===== src/rtl/pm_pkg.sv =====
// Shared encodings for the power-domain sequencer and the power management logic.
package pm_pkg;

  localparam logic [3:0] ST_IDLE     = 4'd0;
  localparam logic [3:0] ST_SCAN     = 4'd1;
  localparam logic [3:0] ST_ISO_ON   = 4'd2;
  localparam logic [3:0] ST_CLK_OFF  = 4'd3;
  localparam logic [3:0] ST_WAIT_OFF = 4'd4;
  localparam logic [3:0] ST_CLK_ON   = 4'd5;
  localparam logic [3:0] ST_SETTLE   = 4'd6;
  localparam logic [3:0] ST_ISO_OFF  = 4'd7;
  localparam logic [3:0] ST_DONE     = 4'd8;

  localparam int DOMAIN_CORE  = 0;
  localparam int DOMAIN_CACHE = 1;
  localparam int DOMAIN_IO    = 2;
  localparam int DOMAIN_DEBUG = 3;

endpackage


===== src/rtl/pm_domain_pick.sv =====
// Picks the next domain to sequence: highest domain to power down, else lowest to power up.
module pm_domain_pick
  import pm_pkg::*;
#(
  parameter int NUM_DOMAINS = 4,
  parameter int IDX_W       = 2
) (
  input  logic [NUM_DOMAINS-1:0] current,
  input  logic [NUM_DOMAINS-1:0] tgt,
  output logic                   found_off,
  output logic [IDX_W-1:0]       off_idx,
  output logic                   found_on,
  output logic [IDX_W-1:0]       on_idx
);

  logic [NUM_DOMAINS-1:0] off_cand;
  logic [NUM_DOMAINS-1:0] on_cand;

  always_comb begin
    off_cand  = current & ~tgt;
    on_cand   = ~current & tgt;
    found_off = |off_cand;
    found_on  = |on_cand;
    off_idx   = '0;
    on_idx    = '0;
    // Ascending scan keeps the last hit (highest); descending keeps the lowest.
    for (int i = 0; i < NUM_DOMAINS; i++) begin
      if (off_cand[i]) off_idx = IDX_W'(i);
    end
    for (int i = NUM_DOMAINS - 1; i >= 0; i--) begin
      if (on_cand[i]) on_idx = IDX_W'(i);
    end
  end

endmodule


===== src/rtl/power_domain_sequencer.sv =====
// Walks power domains on/off one at a time with isolation-before-gating ordering
// and per-domain acknowledge handshakes with timeout.
module power_domain_sequencer
  import pm_pkg::*;
#(
  parameter  int NUM_DOMAINS   = 4,
  parameter  int SETTLE_CYCLES = 8,
  parameter  int ACK_TIMEOUT   = 64,
  localparam int IDX_W         = (NUM_DOMAINS > 1) ? $clog2(NUM_DOMAINS) : 1
) (
  input  logic                   clk,
  input  logic                   rst,
  input  logic                   req_valid,
  output logic                   req_ready,
  input  logic [NUM_DOMAINS-1:0] target_mask,
  input  logic [NUM_DOMAINS-1:0] domain_ack,
  output logic [NUM_DOMAINS-1:0] domain_clk_enable,
  output logic [NUM_DOMAINS-1:0] domain_iso,
  output logic [NUM_DOMAINS-1:0] current_mask,
  output logic                   busy,
  output logic                   done,
  output logic                   timeout_err,
  output logic [IDX_W-1:0]       err_domain
);

  localparam int              TW          = (ACK_TIMEOUT > 1) ? $clog2(ACK_TIMEOUT) : 1;
  localparam logic [TW-1:0]   SETTLE_LAST = TW'(SETTLE_CYCLES - 1);
  localparam logic [TW-1:0]   TO_LAST     = TW'(ACK_TIMEOUT - 1);
  localparam logic [TW-1:0]   TIMER_MAX   = '1;

  logic [3:0]             state_q, state_d;
  logic [NUM_DOMAINS-1:0] tgt_q, tgt_d;
  logic [NUM_DOMAINS-1:0] cur_q, cur_d;
  logic [NUM_DOMAINS-1:0] clk_en_q, clk_en_d;
  logic [NUM_DOMAINS-1:0] iso_q, iso_d;
  logic [IDX_W-1:0]       idx_q, idx_d;
  logic [TW-1:0]          timer_q, timer_d;
  logic                   done_q, done_d;
  logic                   err_q, err_d;
  logic [IDX_W-1:0]       err_dom_q, err_dom_d;

  logic                   found_off, found_on;
  logic [IDX_W-1:0]       off_idx, on_idx;

  pm_domain_pick #(
    .NUM_DOMAINS (NUM_DOMAINS),
    .IDX_W       (IDX_W)
  ) u_pick (
    .current   (cur_q),
    .tgt       (tgt_q),
    .found_off (found_off),
    .off_idx   (off_idx),
    .found_on  (found_on),
    .on_idx    (on_idx)
  );

  always_comb begin
    state_d   = state_q;
    tgt_d     = tgt_q;
    cur_d     = cur_q;
    clk_en_d  = clk_en_q;
    iso_d     = iso_q;
    idx_d     = idx_q;
    err_d     = err_q;
    err_dom_d = err_dom_q;
    timer_d   = (timer_q == TIMER_MAX) ? timer_q : timer_q + 1'b1;

    case (state_q)
      ST_IDLE: begin
        if (req_valid) begin
          tgt_d   = target_mask | NUM_DOMAINS'(1);
          err_d   = 1'b0;
          state_d = ST_SCAN;
        end
      end
      ST_SCAN: begin
        if (found_off) begin
          idx_d   = off_idx;
          state_d = ST_ISO_ON;
        end else if (found_on) begin
          idx_d   = on_idx;
          state_d = ST_CLK_ON;
        end else begin
          state_d = ST_DONE;
        end
      end
      ST_ISO_ON: begin
        iso_d[idx_q] = 1'b1;
        state_d      = ST_CLK_OFF;
      end
      ST_CLK_OFF: begin
        clk_en_d[idx_q] = 1'b0;
        timer_d         = '0;
        state_d         = ST_WAIT_OFF;
      end
      ST_WAIT_OFF: begin
        if (!domain_ack[idx_q]) begin
          cur_d[idx_q] = 1'b0;
          state_d      = ST_SCAN;
        end else if (timer_q >= TO_LAST) begin
          err_d     = 1'b1;
          err_dom_d = idx_q;
          state_d   = ST_DONE;
        end
      end
      ST_CLK_ON: begin
        clk_en_d[idx_q] = 1'b1;
        timer_d         = '0;
        state_d         = ST_SETTLE;
      end
      ST_SETTLE: begin
        if (timer_q >= SETTLE_LAST && domain_ack[idx_q]) begin
          state_d = ST_ISO_OFF;
        end else if (timer_q >= TO_LAST) begin
          err_d     = 1'b1;
          err_dom_d = idx_q;
          state_d   = ST_DONE;
        end
      end
      ST_ISO_OFF: begin
        iso_d[idx_q] = 1'b0;
        cur_d[idx_q] = 1'b1;
        state_d      = ST_SCAN;
      end
      default: state_d = ST_IDLE;
    endcase

    // done is registered so it is high exactly while the FSM sits in DONE.
    done_d = (state_d == ST_DONE);
  end

  always_ff @(posedge clk) begin
    if (rst) begin
      state_q   <= ST_IDLE;
      tgt_q     <= '1;
      cur_q     <= '1;
      clk_en_q  <= '1;
      iso_q     <= '0;
      idx_q     <= '0;
      timer_q   <= '0;
      done_q    <= 1'b0;
      err_q     <= 1'b0;
      err_dom_q <= '0;
    end else begin
      state_q   <= state_d;
      tgt_q     <= tgt_d;
      cur_q     <= cur_d;
      clk_en_q  <= clk_en_d;
      iso_q     <= iso_d;
      idx_q     <= idx_d;
      timer_q   <= timer_d;
      done_q    <= done_d;
      err_q     <= err_d;
      err_dom_q <= err_dom_d;
    end
  end

  assign req_ready         = (state_q == ST_IDLE);
  assign busy              = (state_q != ST_IDLE);
  assign done              = done_q;
  assign domain_clk_enable = clk_en_q;
  assign domain_iso        = iso_q;
  assign current_mask      = cur_q;
  assign timeout_err       = err_q;
  assign err_domain        = err_dom_q;

endmodule


===== config.mk =====
export PLATFORM = sky130hd
export DESIGN_NAME = power_domain_sequencer
export DESIGN_NICKNAME = d
export VERILOG_FILES = /design/src/rtl/pm_pkg.sv /design/src/rtl/pm_domain_pick.sv /design/src/rtl/power_domain_sequencer.sv
export SDC_FILE = /design/constraint.sdc
export NUM_CORES = 1
export LEC_CHECK = 0
export CORE_MARGIN = 5
export CORE_UTILIZATION = 51
export DETAILED_ROUTE_END_ITERATION = 10
export GPL_TIMING_DRIVEN = 0
export PLACE_DENSITY = 0.78
export SETUP_SLACK_MARGIN = 0.4
export SYNTH_ARGS = -nofsm -noshare
export SYNTH_HDL_FRONTEND = slang
export SYNTH_SLANG_ARGS = --single-unit
export TNS_END_PERCENT = 1

===== constraint.sdc =====
create_clock -name clk -period 2.5 [get_ports clk]
set_input_delay 0.375 -clock clk [delete_from_list [all_inputs] [get_ports clk]]
set_output_delay 0.375 -clock clk [all_outputs]
set_load 0.02 [all_outputs]

== Yosys cells after proc, flatten, opt, wreduce, memory -nomap -nowiden ==
Cells that the tools add are included.
Operators by class
  add/sub/neg operators: 1
  $lt $le $gt $ge: 4
  eq/ne operators: 13
  muxes and demuxes: 33
  bitwise operators: 11
  reductions and logical operators: 18
Operator list (count)
  case mux 4 bit (8 select lines): 1
  two-way mux 4 bit: 7
  case mux 4 bit (2 select lines): 3
  two-way mux 2 bit: 11
  AND 4 bit: 5
  equality test 4 x 3 -> 1 bit, second input constant: 4
  inverter 4 bit: 3
  OR 4 bit: 3
  nonzero test 2 bit: 5
  equality test 4 x 2 -> 1 bit, second input constant: 2
  inequality test 2 bit, second input constant: 4
  OR reduction 4 bit: 2
  two-way mux 1 bit: 7
  adder 6 x 1 -> 6 bit, second input constant: 1
  equality test 6 bit, second input constant: 1
  greater-or-equal comparator 6 x 3 -> 1 bit, second input constant: 1
  greater-or-equal comparator 6 bit, second input constant: 1
  AND reduction 2 bit: 3
  equality test 4 x 1 -> 1 bit, second input constant: 1
  equality test 4 bit, second input constant: 1
  zero test 4 bit: 1
  case mux 2 bit (2 select lines): 1
  AND reduction 4 bit: 1
  nonzero test 4 bit: 1
  other kinds (9): 10
Storage, ports and cells
  register bits: 31
  word-level logic and storage cells: 90

== Logic depth before layout (Yosys ltp) ==
Gate-level depths: netlist of run 1.
  word-level depth: 8
  mapped depth: 7

== Modules after synthesis ==
A second synthesis of run 1 with hierarchy kept.
Unflattened totals
  cells, all modules: 180
  area total of the unflattened synthesis: 1561.5 um^2
Modules (own cells, without submodules)
  power_domain_sequencer: times used 1, cells an instance 162, area each 1446.4 um^2, seq. area each 620.6 um^2
  pm_domain_pick: times used 1, cells an instance 18, area each 115.1 um^2, seq. area each 0.0 um^2

== Least setup slack after synthesis of run 1 ==
OpenSTA, ideal clock, no wires.
  path kind: register to output
  start point: register state_q[1]
  end point: output port busy
  arrival time: 1763 ps
  data required time: 2125 ps
  setup slack: 362 ps
  cell stages (with the launch flop): 4
  buffers on the path: 1
  cell sequence: dfxtp_1 -> clkbuf_1 -> nor4_1 -> inv_1
On the way
  word-level cells in the longest chain between the ends: 1
RTL lines
  start: declaration: RTL line power_domain_sequencer.sv:31  | logic [3:0] state_q, state_d;
  start signal: assignment: RTL line power_domain_sequencer.sv:145  | state_q <= state_d;
  nonzero test 4 bit: RTL line power_domain_sequencer.sv:159  | assign busy = (state_q != ST_IDLE);
  end: declaration: RTL line power_domain_sequencer.sv:20  | output logic busy,
Every way passes these cells.

== Worst setup path after layout of run 1 ==
  start point: register idx_q[0]
  end point: register err_dom_q[1] (netlist: err_domain[1])
On the way
  word-level cells in the longest chain between the ends: 5
RTL lines
  start: declaration: RTL line power_domain_sequencer.sv:36  | logic [IDX_W-1:0] idx_q, idx_d;
  start signal: assignment: RTL line power_domain_sequencer.sv:150  | idx_q <= idx_d;
  binary-select mux 1 bit (select 2 bit) *: RTL line power_domain_sequencer.sv:97, power_domain_sequencer.sv:112
  two-way mux 1 bit (not written as such) *: RTL line power_domain_sequencer.sv:97, power_domain_sequencer.sv:112
  logical AND 1 bit: RTL line power_domain_sequencer.sv:112  | if (timer_q >= SETTLE_LAST && domain_ack[idx_q]) begin
  inequality test 2 bit (no line)
  AND reduction 3 bit (no line) *
  end signal: assignment: RTL line power_domain_sequencer.sv:154  | err_dom_q <= err_dom_d;
  end: declaration: RTL line power_domain_sequencer.sv:40  | logic [IDX_W-1:0] err_dom_q, err_dom_d;
Mark *: on every way between the ends. The rest lies on a longest branch, timed or not. The select of a mux whose other input is x is not followed.
A chain may end at the register's enable or synchronous reset.

==> results.toml, run 1 <==
[yosys]
netlist_instances = 185
synth-edff-count = 0
yosys_most_used_dff = "dfxtp_1"
yosysSeqAreaShare_pct = 40.3
synth_area_per_cell_um2 = 8.33
synth_cell_types = 39
synth_nets = 197
syn_area_um2 = 1540
synthArstFlopShare_pct = 0
yosysWarnings = 0
ys_ff_latch = 31

[drt]
wl_um = 3680
ant_nets = 0
vias = 1473
wire_per_inst_um = 14.5
via_per_inst = 5.82
drc = 0
drt_first_iter_violations = 87
dr.pass1.iters = 4

[grt]
grt_pass1_vias = 1462
antenna_found_initial = 0
grt_pass1_wl_um = 6400
grtUsageTotal_pct = 19.4
gr-total-overflow = 0
grt_max_degree = 11

[placed_design]
placed_cells = 244
hpwl_um = 2790
port_buffers = 26
place_congestion = 0.797

[run]
maxCapViolations = 0

[cells_and_area]
antenna_cells = 0
finalNonFillerCells = 253
drive_gt1_share_pct = 10.5
finalNetCount = 231
syn2layout_area_growth_pct = 25.6

[critical_path]
worstPathRequired_ns = 2.70
worst_setup_path_end_kind = "register"
cp_max_fo = 7
cp-start-kind = "register"
crit_arrival_ns = 2.20
critPathKind = "register to register"

[floorplanning]
start_util_pct = 51.7
io_pins = 29
floorplan.rows = 20
die_area_um2 = 4220
chipWidth_um = 65.0
core_um2 = 2980
fp.dieH_um = 65.0

[sta]
period_share_pct = 80.0
rsz0062_at_grt = "yes"
fin_skew_ns = 0.0121
fmax_ghz = 0.500
worst_slew_pin_slew_ns = 0.810
tns_ns = 0
period_needed_ns = 2.00
setup_violations = 0
slew_headroom_pct = 45.2
finalHoldViolations = 0
drv_slew = 0

[power_and_ir_drop]
power_leakage_uw = 0.000735
ir_drop_v = 0.000328
p_per_area_nw_per_um2 = 583

[clocking]
path_clk_slew_ns = 0.10
cts.sinks = 31
clkLatencyLatePin_ns = 0.33
cts_made_buffers = 5
htreeDepth = 2
cts-root-buf = "clkbuf_4"
clk_path_buf_depth = 2
cts_tree = "yes"

[min_path]
hold_class = "register to register"

[outcome]
outcome = "completed"
-- synth_stat cells, drive strengths merged (3+ instances only) --
| cell | count | share of area, % |
|---|---|---|
| dfxtp | 31 | 40 |
| a21oi | 21 | 6.8 |
| nor2 | 18 | 4.4 |
| nand2 | 14 | 3.4 |
| nor2b | 14 | 5.7 |
| o21ai | 9 | 2.9 |
| clkbuf | 7 | 1.7 |
| or2 | 7 | 2.8 |
| a31oi | 5 | 2.0 |
| and3 | 5 | 2.0 |
| nand2b | 5 | 2.0 |
| nor3 | 5 | 1.6 |
| mux2i | 4 | 2.6 |
| a211o | 3 | 1.7 |
| nand3 | 3 | 0.97 |
| nor3b | 3 | 1.5 |
| or3 | 3 | 1.2 |
| xor2 | 3 | 1.7 |
-- worst max-delay path: stages, from the launching register on --
cell and delay (ns):
dfxtp_1 0.34, buf_6 0.13, mux4_2 0.55, xor2_1 0.14
and3_1 0.17, clkbuf_1 0.24, mux2i_1 0.23, nor2_1 0.06
-- worst paths after layout --
path | start | slack (ns) | depth (start not counted) | to
max | idx_q[0]$_SDFFE_PP0P_ | 0.50 | 7 | err_domain[1]$_SDFFE_PP0P_
max reg2reg | idx_q[0]$_SDFFE_PP0P_ | 0.50 | 7 | err_domain[1]$_SDFFE_PP0P_
min reg2reg | timeout_err$_SDFFE_PP0P_ | 0.50 | 2 | timeout_err$_SDFFE_PP0P_
min | timeout_err$_SDFFE_PP0P_ | 0.50 | 2 | timeout_err$_SDFFE_PP0P_
-- per-stage QoR --
step	power [uW]	hold slack, ns	area [um2]	util (%)	setup slack [ns]
CTS	1140	0.499	1920	64.6	0.202
finish	1130	0.495	1930	65.0	0.501
global placement	794	0.463	1850	62.1	0.207
detailed placement	802	0.481	1850	62.1	0.155
floorplan	723	0.449	1550	-	0.685
global route	1200	0.533	1930	65.0	0.390
-- repair_timing --
action	4_1_cts	5_1_grt
gates resized for setup	2	1
cloned	0	0
endpoints found under the setup margin	2	3
pin swaps	0	1
hold endpoints to repair	0	0
buffers inserted	0	1
hold buffers	0	0
-- power breakdown --
part / leakage, uW / internal [uW] / total [uW] / switching (uW)
Sequential: 0.000252 / 520 / 546 / 25.7
Combinational: 0.000445 / 116 / 252 / 136
Clock: 0.0000386 / 165 / 330 / 165
Total: 0.000735 / 801 / 1130 / 327
-- placed cells by master, fill, tap and decap left out, types with 4 or more instances in the layout --
cell,Yosys,layout
a21oi_1,21,21
a31oi_1,5,5
and3_1,5,5
clkbuf_1,7,8
clkbuf_4,0,5
clkdlybuf4s50_1,0,24
dfxtp_1,31,31
mux2i_1,4,4
nand2_1,14,14
nand2b_1,5,5
nor2_1,18,18
nor2b_1,14,14
nor3_1,5,5
o21ai_0,9,9
or2_2,7,7
-- cell families after synthesis --
group	synth area share, %
xor gates and xnor gates	2.27
DFF	40.3
adders and majority gates	0.812
AOI/OAI and AO/OA	18.6
muxes	4.06
and+or+nand+nor	30.9
buffers and inverters	3.01
-- per-layer routing --
layer  global-route usage, %  share of wire, %  routed length (um)  vias up
li1                        -                 -                   -      728
met1                    22.6                43                1600      695
met2                    32.7                50                1830       44
met3                    5.37               5.2                 192        6
met4                    8.71               1.6                  60        0
met5                       0                 0                   0        -
-- area by class of cell --
class | instances | area, um2
clock buffer | 8 | 68.8
tap | 33 | 41.3
multi-input combinational | 144 | 888
fill | 260 | 1040
buffer | 9 | 42.5
timing repair buffer | 27 | 269
inverter | 1 | 3.75
sequential | 31 | 621
No activity file was read; power rests on OpenSTA's default activity.
==> run 2, diff against run 1 <==
==> constraint.sdc (replaced) <==
create_clock -name clk -period 2 [get_ports clk]
set_input_delay 0.3 -clock clk [delete_from_list [all_inputs] [get_ports clk]]
set_output_delay 0.3 -clock clk [all_outputs]
set_load 0.02 [all_outputs]
==> results.toml, run 2 (synthesis gave the netlist of run 1 again) <==
[outcome]
outcome = "completed"

[placed_design]
preCtsSetupSlack_ns = -0.237
place_congestion = 0.815
hpwl_um = 2800
port_buffers = 26

[clocking]
cts-root-buf = "clkbuf_4"
cts.sinks = 31
htreeDepth = 2
cts.hold.buffers_added = 0
clk_path_buf_depth = 2
clkLatencyLatePin_ns = 0.33
cts_made_buffers = 5
path_clk_slew_ns = 0.10
cts_tree = "yes"

[floorplanning]
io_pins = 29
floorplan.rows = 20
fp.dieH_um = 65.0
start_util_pct = 51.7
core_um2 = 2980
chipWidth_um = 65.0
die_area_um2 = 4220

[grt]
grtUsageTotal_pct = 19.7
met3_usage_pct = 6.41
antenna_found_initial = 0
gr-usage-met1_pct = 21.8
grt_pass1_wl_um = 6450
grt_max_degree = 11
grt.met2_usage_pct = 34.6
grt_pass1_vias = 1452
gr-total-overflow = 0
busiest_layer = "met2"

[cells_and_area]
layout_common_cells = "dfxtp_1 (30), clkdlybuf4s50_1 (24), a21oi_1 (20), nor2_1 (18)"
drive_gt1_share_pct = 14.4
antenna_cells = 0
finalNetCount = 234
syn2layout_area_growth_pct = 27.1
fillers = 247
final_common_cell = "dfxtp_1"

[critical_path]
critPathKind = "register to register"
cp_max_fo = 4
cp-start-kind = "register"
worst_setup_path_end_kind = "register"
r2r_setup_slack_ns = 0.19
critPathLaunch = "idx_q[0]$_SDFFE_PP0P_"
worstPathRequired_ns = 2.22
crit_arrival_ns = 2.03
worstReg2RegStart = "idx_q[0]$_SDFFE_PP0P_"

[power_and_ir_drop]
intPower_uw = 965
p_switching_uw = 424
clkPwrFrac_pct = 27.2
ir_drop_v = 0.000384
pwr-share-seq_pct = 49.2
p_per_area_nw_per_um2 = 710
swShare_pct = 30.5
power_leakage_uw = 0.000748
power_frac_comb_pct = 23.6

[sta]
whs_ns = 0.457
rsz0062_at_grt = "yes"
worst_slew_pin_slew_ns = 0.744
fin_skew_ns = 0.0107
fmax_ghz = 0.554
finalHoldViolations = 0
slew_headroom_pct = 49.7
setup_ws_ns = 0.195
drv_slew = 0
period_share_pct = 90.3
setup_violations = 0
period_needed_ns = 1.81

[drt]
dr.pass1.iters = 4
drt_first_iter_violations = 89
wl_um = 3770
via_per_inst = 5.77
ant_nets = 0
drc = 0
vias = 1472
wire_per_inst_um = 14.8

[min_path]
hp-start = "rst"
hold_class = "input port to register"

[run]
maxCapViolations = 0
## run 2: changes by cell type in the layout (fill, tap and decap cells not counted), sizes merged
cell / before / now
clkinv: 0 / 1
dlymetal6s2s: 1 / 0
clkbuf: 15 / 13
buf: 3 / 7
## run 2: critical path, stage by stage (launching register included)
cell and delay, ns:
dfxtp_2 0.34, buf_6 0.09, mux4_2 0.54, or4_4 0.47
o21ai_0 0.19, nand2_1 0.07
## run 2: worst paths after layout
kind / to / cells after the start
max: register / 5
min reg2reg: timer_q[1]$_SDFFE_PP0N_ / 2
min: register / 3
max reg2reg: register / 5
## run 2: layout make-up
type                            instances  area [um2]  share of cell area, %
Multi-Input combinational cell        144         898                   45.9
Sequential cell                        31         622                   31.8
Timing Repair Buffer                   30         284                   14.5
Clock buffer                            6        51.3                   2.62
Buffer                                  9        51.3                   2.62
Tap cell                               33        41.3                   2.11
Clock inverter                          1        5.00                  0.256
Inverter                                1        3.75                  0.192
## run 2: power by group through the flow
| stage | clock network [uW] | registers (uW) | logic (uW) |
|---|---|---|---|
| after floorplan | 0 | 694 | 217 |
| after global placement | 0 | 694 | 306 |
| after detailed placement | 0 | 697 | 314 |
| after CTS | 384 | 683 | 315 |
| after global routing | 420 | 689 | 364 |
| final | 379 | 683 | 327 |
## run 2: per-stage QoR
step	setup TNS [ns]	cells	instance area [um2]	util [%]	total power [uW]
2_1_floorplan	0	185	1560	-	911
3_3_place_gp	-1.16	244	1860	62.4	1000
3_5_place_dp	-1.32	244	1860	62.4	1010
4_1_cts	0	252	1920	64.6	1380
5_1_grt	0	255	1960	65.7	1470
6_report	0	255	1960	65.7	1390
## run 2: timing repair
item,4_1_cts,5_1_grt
endpoints found under the setup margin,36,44
pin swaps,1,0
resized for setup,5,7
setup buffers,1,3
## run 2: layer usage
metal | share of wire [%] | vias up
li1 | - | 732
met1 | 44 | 698
met2 | 50 | 40
met3 | 5.1 | 2
met4 | 0.56 | 0
met5 | 0 | -
==> run 3, diff against run 2 <==
--- a/config.mk
+++ b/config.mk
@@ -5,10 +5,12 @@
 export SDC_FILE = /design/constraint.sdc
 export NUM_CORES = 1
 export LEC_CHECK = 0
+export ABC_CLOCK_PERIOD_IN_PS = 2000
 export CORE_MARGIN = 5
 export CORE_UTILIZATION = 51
 export DETAILED_ROUTE_END_ITERATION = 10
 export GPL_TIMING_DRIVEN = 0
+export HOLD_SLACK_MARGIN = 0.03
 export PLACE_DENSITY = 0.78
 export SETUP_SLACK_MARGIN = 0.4
 export SYNTH_ARGS = -nofsm -noshare
==> results of run 3 <==
No change in the layout: final DEF, timing and power equal those of run 2.
